**config.mk**
```make
export PLATFORM = sky130hd
export DESIGN_NAME = pipeline_hazard_controller_flat
export DESIGN_NICKNAME = d
export VERILOG_FILES = /design/src/rtl/pipeline_hazard_controller_if.sv /design/src/rtl/pipeline_hazard_controller.sv /design/src/flat_wrapper.sv
export SDC_FILE = /design/constraint.sdc
export NUM_CORES = 1
export LEC_CHECK = 0
export ABC_CLOCK_PERIOD_IN_PS = 6000
export CAP_MARGIN = 15
export CORE_UTILIZATION = 52
export CTS_CLUSTER_DIAMETER = 50
export DETAILED_ROUTE_END_ITERATION = 10
export GPL_ROUTABILITY_DRIVEN = 0
export HOLD_SLACK_MARGIN = 0.05
export PLACE_DENSITY = 0.81
export SYNTH_ARGS = -nofsm -noshare
export SYNTH_HDL_FRONTEND = slang
export SYNTH_SLANG_ARGS = --single-unit
export TNS_END_PERCENT = 1
```
**constraint.sdc**
```tcl
create_clock -name clk -period 6 [get_ports clk]
set_input_delay 0.6 -clock clk [delete_from_list [all_inputs] [get_ports clk]]
set_output_delay 0.6 -clock clk [all_outputs]
set_load 0.01 [all_outputs]
```
**src/rtl/pipeline_hazard_controller_if.sv**
```systemverilog
// Purpose: groups the pipeline-side signals of the hazard controller into one
// bundle. The master modport is the pipeline (drives hazard inputs, receives
// stall/flush controls); the slave modport is the hazard controller itself.
// Signals:
//   id_reg_rs1/id_reg_rs2 : source register indices of the instruction in ID
//   ex_reg_rd             : destination index of the instruction in EX
//   ex_load_word_memory   : EX instruction is a load
//   ex_redirect           : taken branch/jump resolved in EX
//   icache_miss/ready     : instruction cache miss / refill complete
//   dcache_miss/ready     : data cache miss (MEM) / refill complete
//   pc_hold .. memwb_hold : per-stage hold, flush and bubble controls
//   state                 : controller FSM state (0 RUN, 1 IMISS, 2 DMISS)
//   stall_count           : saturating stall-cycle counter
interface pipeline_hazard_controller_if;
  logic [4:0]  id_reg_rs1;
  logic [4:0]  id_reg_rs2;
  logic [4:0]  ex_reg_rd;
  logic        ex_load_word_memory;
  logic        ex_redirect;
  logic        icache_miss;
  logic        icache_ready;
  logic        dcache_miss;
  logic        dcache_ready;
  logic        pc_hold;
  logic        ifid_hold;
  logic        ifid_flush;
  logic        idex_bubble;
  logic        idex_hold;
  logic        exmem_hold;
  logic        memwb_hold;
  logic [1:0]  state;
  logic [31:0] stall_count;

  modport master (
    output id_reg_rs1, id_reg_rs2, ex_reg_rd, ex_load_word_memory, ex_redirect,
    output icache_miss, icache_ready, dcache_miss, dcache_ready,
    input  pc_hold, ifid_hold, ifid_flush, idex_bubble, idex_hold,
    input  exmem_hold, memwb_hold, state, stall_count
  );

  modport slave (
    input  id_reg_rs1, id_reg_rs2, ex_reg_rd, ex_load_word_memory, ex_redirect,
    input  icache_miss, icache_ready, dcache_miss, dcache_ready,
    output pc_hold, ifid_hold, ifid_flush, idex_bubble, idex_hold,
    output exmem_hold, memwb_hold, state, stall_count
  );
endinterface

```
**src/rtl/pipeline_hazard_controller.sv**
```systemverilog
// Purpose: hazard/stall controller for a 5-stage in-order pipeline. Resolves
// load-use hazards, EX redirects, and instruction/data cache misses into
// per-stage hold/flush/bubble controls, and counts stall cycles.
// Ports:
//   clk   : clock
//   reset : synchronous active-high reset
//   bus   : pipeline_hazard_controller_if.slave (hazard inputs, stage
//           controls, FSM state, stall counter)
// Stage controls are combinational from state and inputs; state, the
// kill / imiss_pending flags and stall_count are registered.
module pipeline_hazard_controller (
  input  logic                           clk,
  input  logic                           reset,
  pipeline_hazard_controller_if.slave    bus
);

  typedef enum logic [1:0] {
    ST_RUN     = 2'd0,
    ST_IMISS   = 2'd1,
    ST_DMISS   = 2'd2,
    ST_ILLEGAL = 2'd3
  } state_t;

  state_t      r_state;
  state_t      w_state_next;
  logic        r_kill;
  logic        w_kill_next;
  logic        r_imiss_pending;
  logic        w_imiss_pending_next;
  logic [31:0] r_stall_count;

  logic w_luh;
  logic w_pc_hold;
  logic w_ifid_hold;
  logic w_ifid_flush;
  logic w_bubble_raw;
  logic w_idex_hold;
  logic w_exmem_hold;
  logic w_memwb_hold;

  // Load-use: a load in EX writes a register the ID instruction reads.
  // x0 never carries a real dependency.
  assign w_luh = bus.ex_load_word_memory && (bus.ex_reg_rd != 5'd0) &&
                 ((bus.ex_reg_rd == bus.id_reg_rs1) ||
                  (bus.ex_reg_rd == bus.id_reg_rs2));

  // State / flag register
  always_ff @(posedge clk) begin
    if (reset) begin
      r_state         <= ST_RUN;
      r_kill          <= 1'b0;
      r_imiss_pending <= 1'b0;
    end else begin
      r_state         <= w_state_next;
      r_kill          <= w_kill_next;
      r_imiss_pending <= w_imiss_pending_next;
    end
  end

  // Next-state and stage-control decode
  always_comb begin
    w_state_next         = r_state;
    w_kill_next          = r_kill;
    w_imiss_pending_next = r_imiss_pending;
    w_pc_hold            = 1'b0;
    w_ifid_hold          = 1'b0;
    w_ifid_flush         = 1'b0;
    w_bubble_raw         = 1'b0;
    w_idex_hold          = 1'b0;
    w_exmem_hold         = 1'b0;
    w_memwb_hold         = 1'b0;

    // Reset forces every control low regardless of state or inputs.
    if (!reset) begin
      case (r_state)
        ST_RUN: begin
          if (bus.dcache_miss) begin
            w_pc_hold    = 1'b1;
            w_ifid_hold  = 1'b1;
            w_idex_hold  = 1'b1;
            w_exmem_hold = 1'b1;
            w_memwb_hold = 1'b1;
            w_state_next = ST_DMISS;
          end else if (bus.ex_redirect) begin
            // Target loads into PC; wrong-path instructions in IF/ID and ID
            // are squashed. Any luh or icache miss belongs to the wrong path.
            w_ifid_flush = 1'b1;
            w_bubble_raw = 1'b1;
          end else if (w_luh) begin
            w_pc_hold    = 1'b1;
            w_ifid_hold  = 1'b1;
            w_bubble_raw = 1'b1;
          end else if (bus.icache_miss) begin
            w_pc_hold    = 1'b1;
            w_ifid_flush = 1'b1;
            w_kill_next  = 1'b0;
            w_state_next = ST_IMISS;
          end
        end

        ST_IMISS: begin
          if (bus.dcache_miss) begin
            w_pc_hold    = 1'b1;
            w_ifid_hold  = 1'b1;
            w_idex_hold  = 1'b1;
            w_exmem_hold = 1'b1;
            w_memwb_hold = 1'b1;
            w_state_next = ST_DMISS;
            // Remember the outstanding refill unless it completes right now.
            w_imiss_pending_next = !bus.icache_ready;
          end else begin
            // Back end keeps draining; front end waits on the refill. A
            // redirect still loads its target, and the refilled word is then
            // stale and must not enter IF/ID.
            w_pc_hold = !bus.ex_redirect;
            if (bus.icache_ready) begin
              w_ifid_flush = r_kill || bus.ex_redirect;
              w_kill_next  = 1'b0;
              w_state_next = ST_RUN;
            end else begin
              w_ifid_flush = 1'b1;
              if (bus.ex_redirect) begin
                w_kill_next = 1'b1;
              end
            end
          end
        end

        ST_DMISS: begin
          w_pc_hold    = 1'b1;
          w_ifid_hold  = 1'b1;
          w_idex_hold  = 1'b1;
          w_exmem_hold = 1'b1;
          w_memwb_hold = 1'b1;
          if (bus.icache_ready) begin
            w_imiss_pending_next = 1'b0;
          end
          if (bus.dcache_ready) begin
            if (r_imiss_pending && !bus.icache_ready) begin
              w_state_next = ST_IMISS;
            end else begin
              // Returning to RUN: no instruction refill is outstanding, so
              // drop any kill left over from the interrupted IMISS.
              w_state_next         = ST_RUN;
              w_kill_next          = 1'b0;
              w_imiss_pending_next = 1'b0;
            end
          end
        end

        default: begin
          w_state_next         = ST_RUN;
          w_kill_next          = 1'b0;
          w_imiss_pending_next = 1'b0;
        end
      endcase
    end
  end

  // Saturating stall counter
  always_ff @(posedge clk) begin
    if (reset) begin
      r_stall_count <= 32'd0;
    end else if ((w_pc_hold || w_idex_hold) && (r_stall_count != 32'hFFFF_FFFF)) begin
      r_stall_count <= r_stall_count + 32'd1;
    end
  end

  assign bus.pc_hold     = w_pc_hold;
  assign bus.ifid_hold   = w_ifid_hold;
  assign bus.ifid_flush  = w_ifid_flush;
  // A frozen ID/EX cannot simultaneously take a bubble.
  assign bus.idex_bubble = w_bubble_raw && !w_idex_hold;
  assign bus.idex_hold   = w_idex_hold;
  assign bus.exmem_hold  = w_exmem_hold;
  assign bus.memwb_hold  = w_memwb_hold;
  assign bus.state       = r_state;
  assign bus.stall_count = r_stall_count;

endmodule
```
**src/flat_wrapper.sv**
```systemverilog
// flat-port wrapper written by rule: the top's interface ports become plain ports
module pipeline_hazard_controller_flat 
  (clk, reset, bus_id_reg_rs1, bus_id_reg_rs2, bus_ex_reg_rd, bus_ex_load_word_memory, bus_ex_redirect, bus_icache_miss, bus_icache_ready, bus_dcache_miss, bus_dcache_ready, bus_pc_hold, bus_ifid_hold, bus_ifid_flush, bus_idex_bubble, bus_idex_hold, bus_exmem_hold, bus_memwb_hold, bus_state, bus_stall_count);
  pipeline_hazard_controller_if bus_i ();
  input  logic clk;
  input  logic reset;
  input wire logic [$bits(bus_i.id_reg_rs1)-1:0] bus_id_reg_rs1;
  input wire logic [$bits(bus_i.id_reg_rs2)-1:0] bus_id_reg_rs2;
  input wire logic [$bits(bus_i.ex_reg_rd)-1:0] bus_ex_reg_rd;
  input wire logic [$bits(bus_i.ex_load_word_memory)-1:0] bus_ex_load_word_memory;
  input wire logic [$bits(bus_i.ex_redirect)-1:0] bus_ex_redirect;
  input wire logic [$bits(bus_i.icache_miss)-1:0] bus_icache_miss;
  input wire logic [$bits(bus_i.icache_ready)-1:0] bus_icache_ready;
  input wire logic [$bits(bus_i.dcache_miss)-1:0] bus_dcache_miss;
  input wire logic [$bits(bus_i.dcache_ready)-1:0] bus_dcache_ready;
  output wire logic [$bits(bus_i.pc_hold)-1:0] bus_pc_hold;
  output wire logic [$bits(bus_i.ifid_hold)-1:0] bus_ifid_hold;
  output wire logic [$bits(bus_i.ifid_flush)-1:0] bus_ifid_flush;
  output wire logic [$bits(bus_i.idex_bubble)-1:0] bus_idex_bubble;
  output wire logic [$bits(bus_i.idex_hold)-1:0] bus_idex_hold;
  output wire logic [$bits(bus_i.exmem_hold)-1:0] bus_exmem_hold;
  output wire logic [$bits(bus_i.memwb_hold)-1:0] bus_memwb_hold;
  output wire logic [$bits(bus_i.state)-1:0] bus_state;
  output wire logic [$bits(bus_i.stall_count)-1:0] bus_stall_count;
  assign bus_i.id_reg_rs1 = bus_id_reg_rs1;
  assign bus_i.id_reg_rs2 = bus_id_reg_rs2;
  assign bus_i.ex_reg_rd = bus_ex_reg_rd;
  assign bus_i.ex_load_word_memory = bus_ex_load_word_memory;
  assign bus_i.ex_redirect = bus_ex_redirect;
  assign bus_i.icache_miss = bus_icache_miss;
  assign bus_i.icache_ready = bus_icache_ready;
  assign bus_i.dcache_miss = bus_dcache_miss;
  assign bus_i.dcache_ready = bus_dcache_ready;
  assign bus_pc_hold = bus_i.pc_hold;
  assign bus_ifid_hold = bus_i.ifid_hold;
  assign bus_ifid_flush = bus_i.ifid_flush;
  assign bus_idex_bubble = bus_i.idex_bubble;
  assign bus_idex_hold = bus_i.idex_hold;
  assign bus_exmem_hold = bus_i.exmem_hold;
  assign bus_memwb_hold = bus_i.memwb_hold;
  assign bus_state = bus_i.state;
  assign bus_stall_count = bus_i.stall_count;
  pipeline_hazard_controller u_core (.clk(clk), .reset(reset), .bus(bus_i));
endmodule
```
After elaboration in Yosys (flattened, before gate mapping)
Index checks and enable logic that the tools add are counted.
{ "totals": {"reg_bits": 36, "input_bits": 23, "word_cells": 91} }
{ "classes": {"n_addsub": 1, "eq_ne": 18, "n_mux": 50, "bitwise": 1, "reduce_logical": 17} }
{ "ops": {"columns": ["op", "count"], "rows": [
  ["1-bit two-way mux", 36],
  ["32-bit by 1-bit adder with 32-bit output, second input constant", 1],
  ["32-bit inequality test, second input constant", 1],
  ["2-bit inequality test, second input constant", 8],
  ["3-bit inequality test, second input constant", 5],
  ["2-bit two-way mux", 7],
  ["1-bit case mux with 3 select lines", 4],
  ["5-bit == test", 2],
  ["8-bit AND reduction", 1],
  ["2-bit case mux with 3 select lines", 1],
  ["1-bit logical AND", 5],
  ["5-bit AND reduction", 1],
  ["5-bit nonzero test", 1],
  ["1-bit case mux with 2 select lines", 2],
  ["1-bit logical NOT", 3],
  ["1-bit logical OR", 3],
  ["2-bit by 1-bit == test with 1-bit output, second input constant", 1],
  ["2-bit == test, second input constant", 1],
  ["2-bit logical NOT", 1],
  ["2-bit AND reduction", 1],
  ["2-bit OR reduction", 1],
  ["1-bit inverter", 1]
]} }

Logic depth before layout (Yosys ltp)
Gate-level depths: netlist of run 1.
{ "depth": {"word_depth": 10, "mapped_depth": 10, "depth_no_buf": 9} }

Worst setup path after synthesis of run 1
OpenSTA, ideal clock, no wires.
{ "synth_timing": {"kind": "input -> output", "startpoint": "in bus_ex_reg_rd[0]", "endpoint": "out bus_ifid_flush", "t_arrival_ps": 1688, "setup_slack_ps": 3712, "cell_stages": 5, "n_path_buf": 0, "cell_sequence": "or4_1 o21ai_2 nor2_1 o21bai_1 a31o_2"} }
{ "synth_via": {"elab_chain_cells": 8} }
{ "synth_lines": {"columns": ["item", "line_no", "text"], "rows": [
  ["start, declared", "flat_wrapper.sv:9", "input wire logic [$bits(bus_i.ex_reg_rd)-1:0] bus_ex_reg_rd;"],
  ["5-bit == test (tied with other cells)", "pipeline_hazard_controller.sv:44", "((bus.ex_reg_rd == bus.id_reg_rs1) ||"],
  ["1-bit logical OR / 1-bit logical AND (equally long branches)", "pipeline_hazard_controller.sv:44, pipeline_hazard_controller.sv:43", null],
  ["1-bit logical AND *", "pipeline_hazard_controller.sv:43", "assign w_luh = bus.ex_load_word_memory && (bus.ex_reg_rd != 5'd0) &&"],
  ["1-bit two-way mux *", "pipeline_hazard_controller.sv:89", "end else if (w_luh) begin"],
  ["1-bit two-way mux *", "pipeline_hazard_controller.sv:84", "end else if (bus.ex_redirect) begin"],
  ["1-bit two-way mux *", "pipeline_hazard_controller.sv:77", "if (bus.dcache_miss) begin"],
  ["1-bit case mux with 2 select lines *", "pipeline_hazard_controller.sv:75", "case (r_state)"],
  ["1-bit two-way mux *", "pipeline_hazard_controller.sv:74", "if (!reset) begin"],
  ["end, declared", "flat_wrapper.sv:18", "output wire logic [$bits(bus_i.ifid_flush)-1:0] bus_ifid_flush;"]
]} }
Every way passes the cells marked *; elsewhere a longest branch is shown, timed or not.

Worst setup path after layout of run 1
{ "layout_timing": {"startpoint": "in bus_ex_reg_rd[0]", "endpoint": "out bus_pc_hold"} }
{ "layout_via": {"elab_chain_cells": 8} }
{ "layout_lines": {"columns": ["item", "line_no", "text"], "rows": [
  ["5-bit == test (tied with other cells)", "pipeline_hazard_controller.sv:44", null],
  ["1-bit logical OR / 1-bit logical AND (equally long branches)", "pipeline_hazard_controller.sv:44, pipeline_hazard_controller.sv:43", null],
  ["1-bit logical AND *", "pipeline_hazard_controller.sv:43", null],
  ["1-bit two-way mux *", "pipeline_hazard_controller.sv:89", null],
  ["1-bit two-way mux *", "pipeline_hazard_controller.sv:84", null],
  ["1-bit two-way mux *", "pipeline_hazard_controller.sv:77", null],
  ["1-bit case mux with 3 select lines *", "pipeline_hazard_controller.sv:75", null],
  ["1-bit two-way mux *", "pipeline_hazard_controller.sv:74", null],
  ["end, declared", "flat_wrapper.sv:16", "output wire logic [$bits(bus_i.pc_hold)-1:0] bus_pc_hold;"]
]} }
Marks and branches as above.

==> results.toml, run 1 <==
[timing]
slew_headroom = 0.3342
finalSetupViolCount = 0
fin_skew_ns = 0.006324
holdWs_ns = 0.4761
worst_slew_pin_slew_ns = 0.9987
hold_viol_final = 0
max_freq_mhz = 275.4
slew_violations = 0
period_minus_slack_ns = 3.631
finalSetupTns_ns = 0
rsz0062_at_grt = "no"
finalCritPeriodShare = 0.6052

[critical_path]
cp.arrival_ns = 3.03
reg2reg_depth = 6
startpoint = "bus_ex_reg_rd[0]"
r2r_slack_ns = 3.43
worstReg2RegStart = "u_core.bus.stall_count[0]$_SDFFE_PP0P_"
critPathCaptureType = "primary output"
start_kind = "primary input"
r2r_end = "u_core.bus.stall_count[15]$_SDFFE_PP0P_"
cp_max_fo = 50
path_class = "in -> out"
cp.required_ns = 5.40

[power]
comb_power_share = 0.180
p_int_uw = 412.9
switchingPower_uw = 145.2
clockPowerShare = 0.375
ir_worst_vdd_mv = 0.1064
p_sw_frac = 0.2602
power_density_nw_per_um2 = 182.6
p_leak_uw = 0.001048
p_seq_frac = 0.444

[placement]
dpl_cell_area_um2 = 2949
dpl.hpwl_um = 4225
port_buffers = 63

[yosys]
synth-compound-area-share = 0.1979
synth_xor_area_frac = 0.03723
syn_avg_cell_area_um2 = 8.028
async_flop_share = 0
synth-simple-area-share = 0.3096
yosysSeqAreaShare = 0.3064
ys_warn_count = 0
netlist_area_um2 = 2352
synth.distinct_cells = 48
synth_fp_nets = 321
synth-edff-count = 0
synth_top_flop_cell = "dfxtp_1"
post_synth_fa_ha_maj_area_fraction = 0.02660
synth_top_family_by_area = "simple AND/OR/NAND/NOR gates"
synthMuxAreaShare = 0.06117
syn_inst = 293
synth_seq_cells = 36

[worst_hold_path]
hp-class = "reg -> reg"
whs_endpoint = "u_core.r_kill$_SDFFE_PP0P_"
hold_depth = 2
min_from = "u_core.r_kill$_SDFFE_PP0P_"

[drt]
drc_errors = 0
wirelength_um = 5951
viasPerCell = 6.053
wl_per_cell_um = 14.99
drtIter0Drc = 163
firstDrtPassIters = 4
vias = 2403
ant_nets = 0

[cells_and_area]
fin_util = 0.7020
antenna_cells = 0
fin_area_um2 = 3057
fin_nets = 372
syn2layout_area_growth_pct = 29.95
drive_gt1_frac = 0.06667

[clock_tree]
htreeDepth = 2
postCtsSetupBuffers = 0
clock_path_buffers = 2
cts_made_buffers = 5
cts_tree = "built"
hold_buffers = 0
cts.sinks = 36
cts.clk_slew.worst_paths_ns = 0.07
clock_latency_ns = 0.29
root_buffer = "clkbuf_8"
cts_resized = 0

[floorplanning]
initial_core_util = 0.5402
io_pins = 64
core_area_um2 = 4354
rows = 24
die_h_um = 69.26
die_area_um2 = 4796
die_width_um = 69.26

[global_route]
grt_pass1_vias = 2200
grt_usage = 0.2502
grt_overflow = 0
grt_pass1_wl_um = 10050
grt_max_degree = 51
antenna_found_initial = 0

[outcome]
status = "completed"

[flow_run]
cap_violations = 0
state kept, by name, indices dropped and copies added (netlist names):
signal and flops:
u_core.bus.stall_count 32, u_core.bus.state 2, u_core.r_imiss_pending 1, u_core.r_kill 1
through the flow:
step / worst slack, ns / instances / total power [uW]
4_1_cts: 2.376 / 397 / 561.1
6_report: 2.369 / 397 / 558.1
3_5_place_dp: 2.375 / 389 / 353.9
5_1_grt: 2.257 / 397 / 579.9
3_3_place_gp: 2.433 / 389 / 351.6
2_1_floorplan: 3.712 / 293 / 317.3
synthesized netlist by cell type, types with 6 or more instances:
library cell | n | area share
nor2_1 | 24 | 0.038
nor2b_1 | 12 | 0.032
nand3_1 | 15 | 0.032
nor3_1 | 9 | 0.019
buf_4 | 6 | 0.019
nand2_1 | 18 | 0.029
clkbuf_1 | 11 | 0.018
and3_1 | 6 | 0.016
inv_1 | 9 | 0.014
nand4_1 | 9 | 0.024
nor4_1 | 10 | 0.027
or4_1 | 7 | 0.022
xor2_1 | 10 | 0.037
and4_1 | 6 | 0.022
o21ai_0 | 14 | 0.030
dfxtp_1 | 36 | 0.31
mux2_2 | 9 | 0.043
a21oi_1 | 18 | 0.038
or3_1 | 7 | 0.019
worst max-delay path, stage by stage:
cell and delay (ns):
clkdlybuf4s50_1 0.46, or4_1 0.56, o21ai_2 0.23, a2111o_1 0.14, o21a_4 0.43, inv_2 0.10
clkdlybuf4s50_1 0.50
how the worst max path moves through the flow:
stage	end	slack (ns)	depth (start not counted)
after floorplan	bus_ifid_flush	3.71	5
after global placement	bus_pc_hold	2.43	7
after detailed placement	bus_pc_hold	2.38	7
after CTS	bus_pc_hold	2.38	7
after global routing	bus_pc_hold	2.26	7
final	bus_pc_hold	2.37	7
cells in the final DEF, fill, tap and decap left out, drive strengths merged, types with 10 or more instances in the layout:
cell type,instances
nand2,18
a21oi,18
dfxtp,36
o21ai,15
nor4,10
xor2,10
nand4,10
clkdlybuf4s50,63
nor2,24
inv,10
mux2,11
nand3,15
nor2b,12
power groups by stage:
stage / Sequential (uW) / Combinational, uW / Clock (uW)
final: 248 / 101 / 210
after global routing: 249 / 110 / 221
after CTS: 248 / 101 / 212
after detailed placement: 254 / 100 / 0
after global placement: 253 / 98.3 / 0
after floorplan: 253 / 63.9 / 0
routing by layer:
metal | routed length, um | up-vias | global-route usage
met2 | 2843 | 69 | 0.4088
met4 | 82 | 0 | 0.08163
li1 | - | 1205 | -
met5 | 0 | - | 0
met3 | 272 | 10 | 0.04215
met1 | 2753 | 1119 | 0.3349
layout make-up:
cell class | instances | area [um2]
Timing Repair Buffer | 64 | 638.1
Clock inverter | 2 | 35.03
Fill cell | 382 | 1297
Tap cell | 52 | 65.06
Inverter | 10 | 37.54
Clock buffer | 6 | 72.57
Sequential cell | 36 | 720.7
Multi-Input combinational cell | 227 | 1488
cell families after synthesis:
group,after synthesis
and+or+nand+nor,132
AOI/OAI and AO/OA,67
DFF,36
buffers and inverters,30
muxes,13
xor gates and xnor gates,10
adders and majority gates,5
(Power assumes the default switching activity.)
==> inputs of run 2 (changes only) <==
ABC_CLOCK_PERIOD_IN_PS = 3500   (was 6000)
CORE_UTILIZATION = 49   (was 52)
PLACE_DENSITY = 0.77   (was 0.81)
clock period = 3.5 ns   (was 6 ns; I/O delays follow)
==> results.toml, run 2 (same netlist as run 1, synthesis figures left out) <==
[outcome]
status = "finished, violations left"
violations = "design-rule violations"

[floorplanning]
die_h_um = 71.29
die_area_um2 = 5082
initial_core_util = 0.5257
core_area_um2 = 4474
rows = 24
io_pins = 64
die_width_um = 71.29

[power]
power_density_nw_per_um2 = 298.7
ir_worst_vdd_mv = 0.2016
p_leak_uw = 0.001059

[cells_and_area]
largest_reg_flops = 32
regArea_um2 = 720.7
syn2layout_area_growth_pct = 30.27
mostFrequentLayoutCells = "clkdlybuf4s50_1, dfxtp_1, nor2_1"
fillers = 388
final_common_cell = "clkdlybuf4s50_1"
multiInputGateArea_um2 = 1488
fin_nets = 375
drive_gt1_frac = 0.07759
antenna_cells = 0

[clock_tree]
cts_resized = 0
cts.sinks = 36
cts_made_buffers = 5
cts_tree = "built"
postCtsSetupBuffers = 0
hold_buffers = 0
clock_path_buffers = 2
cts.clk_slew.worst_paths_ns = 0.08
root_buffer = "clkbuf_8"
clock_latency_ns = 0.29
htreeDepth = 2

[drt]
firstDrtPassIters = 8
ant_nets = 0
wl_per_cell_um = 14.88
drc_errors = 4
vias = 2403
drtIter0Drc = 148
wirelength_um = 5953
viasPerCell = 6.008

[global_route]
grt_max_degree = 41
grt_overflow = 0
grt_pass1_wl_um = 9970
grt_usage = 0.2427
grt_pass1_vias = 2164
antenna_found_initial = 0

[critical_path]
start_kind = "primary input"
path_class = "in -> out"
cpPeakStageDelay_ns = 0.56
critical-path-top-delay-family = "buffers and inverters"
cp_slowest_cell = "clkdlybuf4s50_1"
cp.required_ns = 3.15
cp.arrival_ns = 2.54
crit_buf_inv = 2
cp_max_fo = 5
cp_cell_sequence = "clkdlybuf4s50_1 -> xor2_1 -> nor3_1 -> a22oi_2 -> o31ai_1 -> a21oi_1 -> nor3_1 -> clkdlybuf4s50_1"
critPathCaptureType = "primary output"

[placement]
dpl.hpwl_um = 4351
pre_cts_ws_ns = 0.6257
port_buffers = 63

[timing]
fin_skew_ns = 0.007242
max_freq_mhz = 346.4
slew_headroom = 0.5890
slew_violations = 0
finalCritPeriodShare = 0.8247
hold_viol_final = 0
setup_ws_ns = 0.6135
rsz0062_at_grt = "no"
period_minus_slack_ns = 2.887
finalSetupTns_ns = 0
finalSetupViolCount = 0
worst_slew_pin_slew_ns = 0.6142

[flow_run]
cap_violations = 0

[worst_hold_path]
hp-class = "reg -> reg"
==> run 2: changes by cell type in the layout (fill, tap and decap cells not counted) <==
cell       previous run  this run
buf_4                 1         4
bufinv_16             1         0
clkbuf_1              1         0
clkbuf_8              5         6
clkinv_2              1         2
==> run 2: stage by stage <==
step                utilization  hold WS, ns  std cells  total power (uW)  instance area [um2]
floorplan                     -       0.4348        293             543.9                 2352
global placement         0.6642       0.4616        392             608.1                 2972
detailed placement       0.6642       0.4728        392             611.1                 2972
CTS                      0.6848       0.4875        400             922.5                 3064
global route             0.6848       0.5321        400             954.8                 3064
finish                   0.6848       0.4857        400             915.3                 3064
==> run 2: worst min-delay path, cell delays in order (launching register included) <==
cell	delay, ns
dfxtp_1	0.32
nand2_1	0.05
mux2i_1	0.06
==> run 2: layout make-up <==
class | count | area share
timing repair buffer | 67 | 0.2156
clock buffer | 6 | 0.02695
inverter | 10 | 0.01225
clock inverter | 2 | 0.003267
sequential | 36 | 0.2352
tap | 52 | 0.02123
multi-input combinational | 227 | 0.4855
==> run 2: worst paths after layout <==
path                                          from                                 endpoint  slack [ns]  cells after the start
setup / recovery                  bus_ex_reg_rd[3]                            bus_ifid_hold        0.61                      8
hold / removal          u_core.r_kill$_SDFFE_PP0P_               u_core.r_kill$_SDFFE_PP0P_        0.49                      2
setup reg to reg  u_core.bus.state[0]$_SDFFE_PP0P_  u_core.bus.stall_count[21]$_SDFFE_PP0P_        0.89                      8
hold reg to reg         u_core.r_kill$_SDFFE_PP0P_               u_core.r_kill$_SDFFE_PP0P_        0.49                      2
==> run 2: report_power, final <==
| part | switching [uW] | internal [uW] |
|---|---|---|
| combinational | 93.3 | 84.1 |
| clock | 156 | 157 |
| sequential | 10.1 | 415 |
| total | 259 | 656 |
==> run 2: routing by layer <==
layer,up-vias,part of all wire,routed length [um],global-route usage
li1,1212,-,-,-
met1,1129,0.46,2720,0.3269
met2,56,0.48,2869,0.4000
met3,6,0.051,306,0.03938
met4,0,0.0096,57,0.07333
met5,-,0,0,0
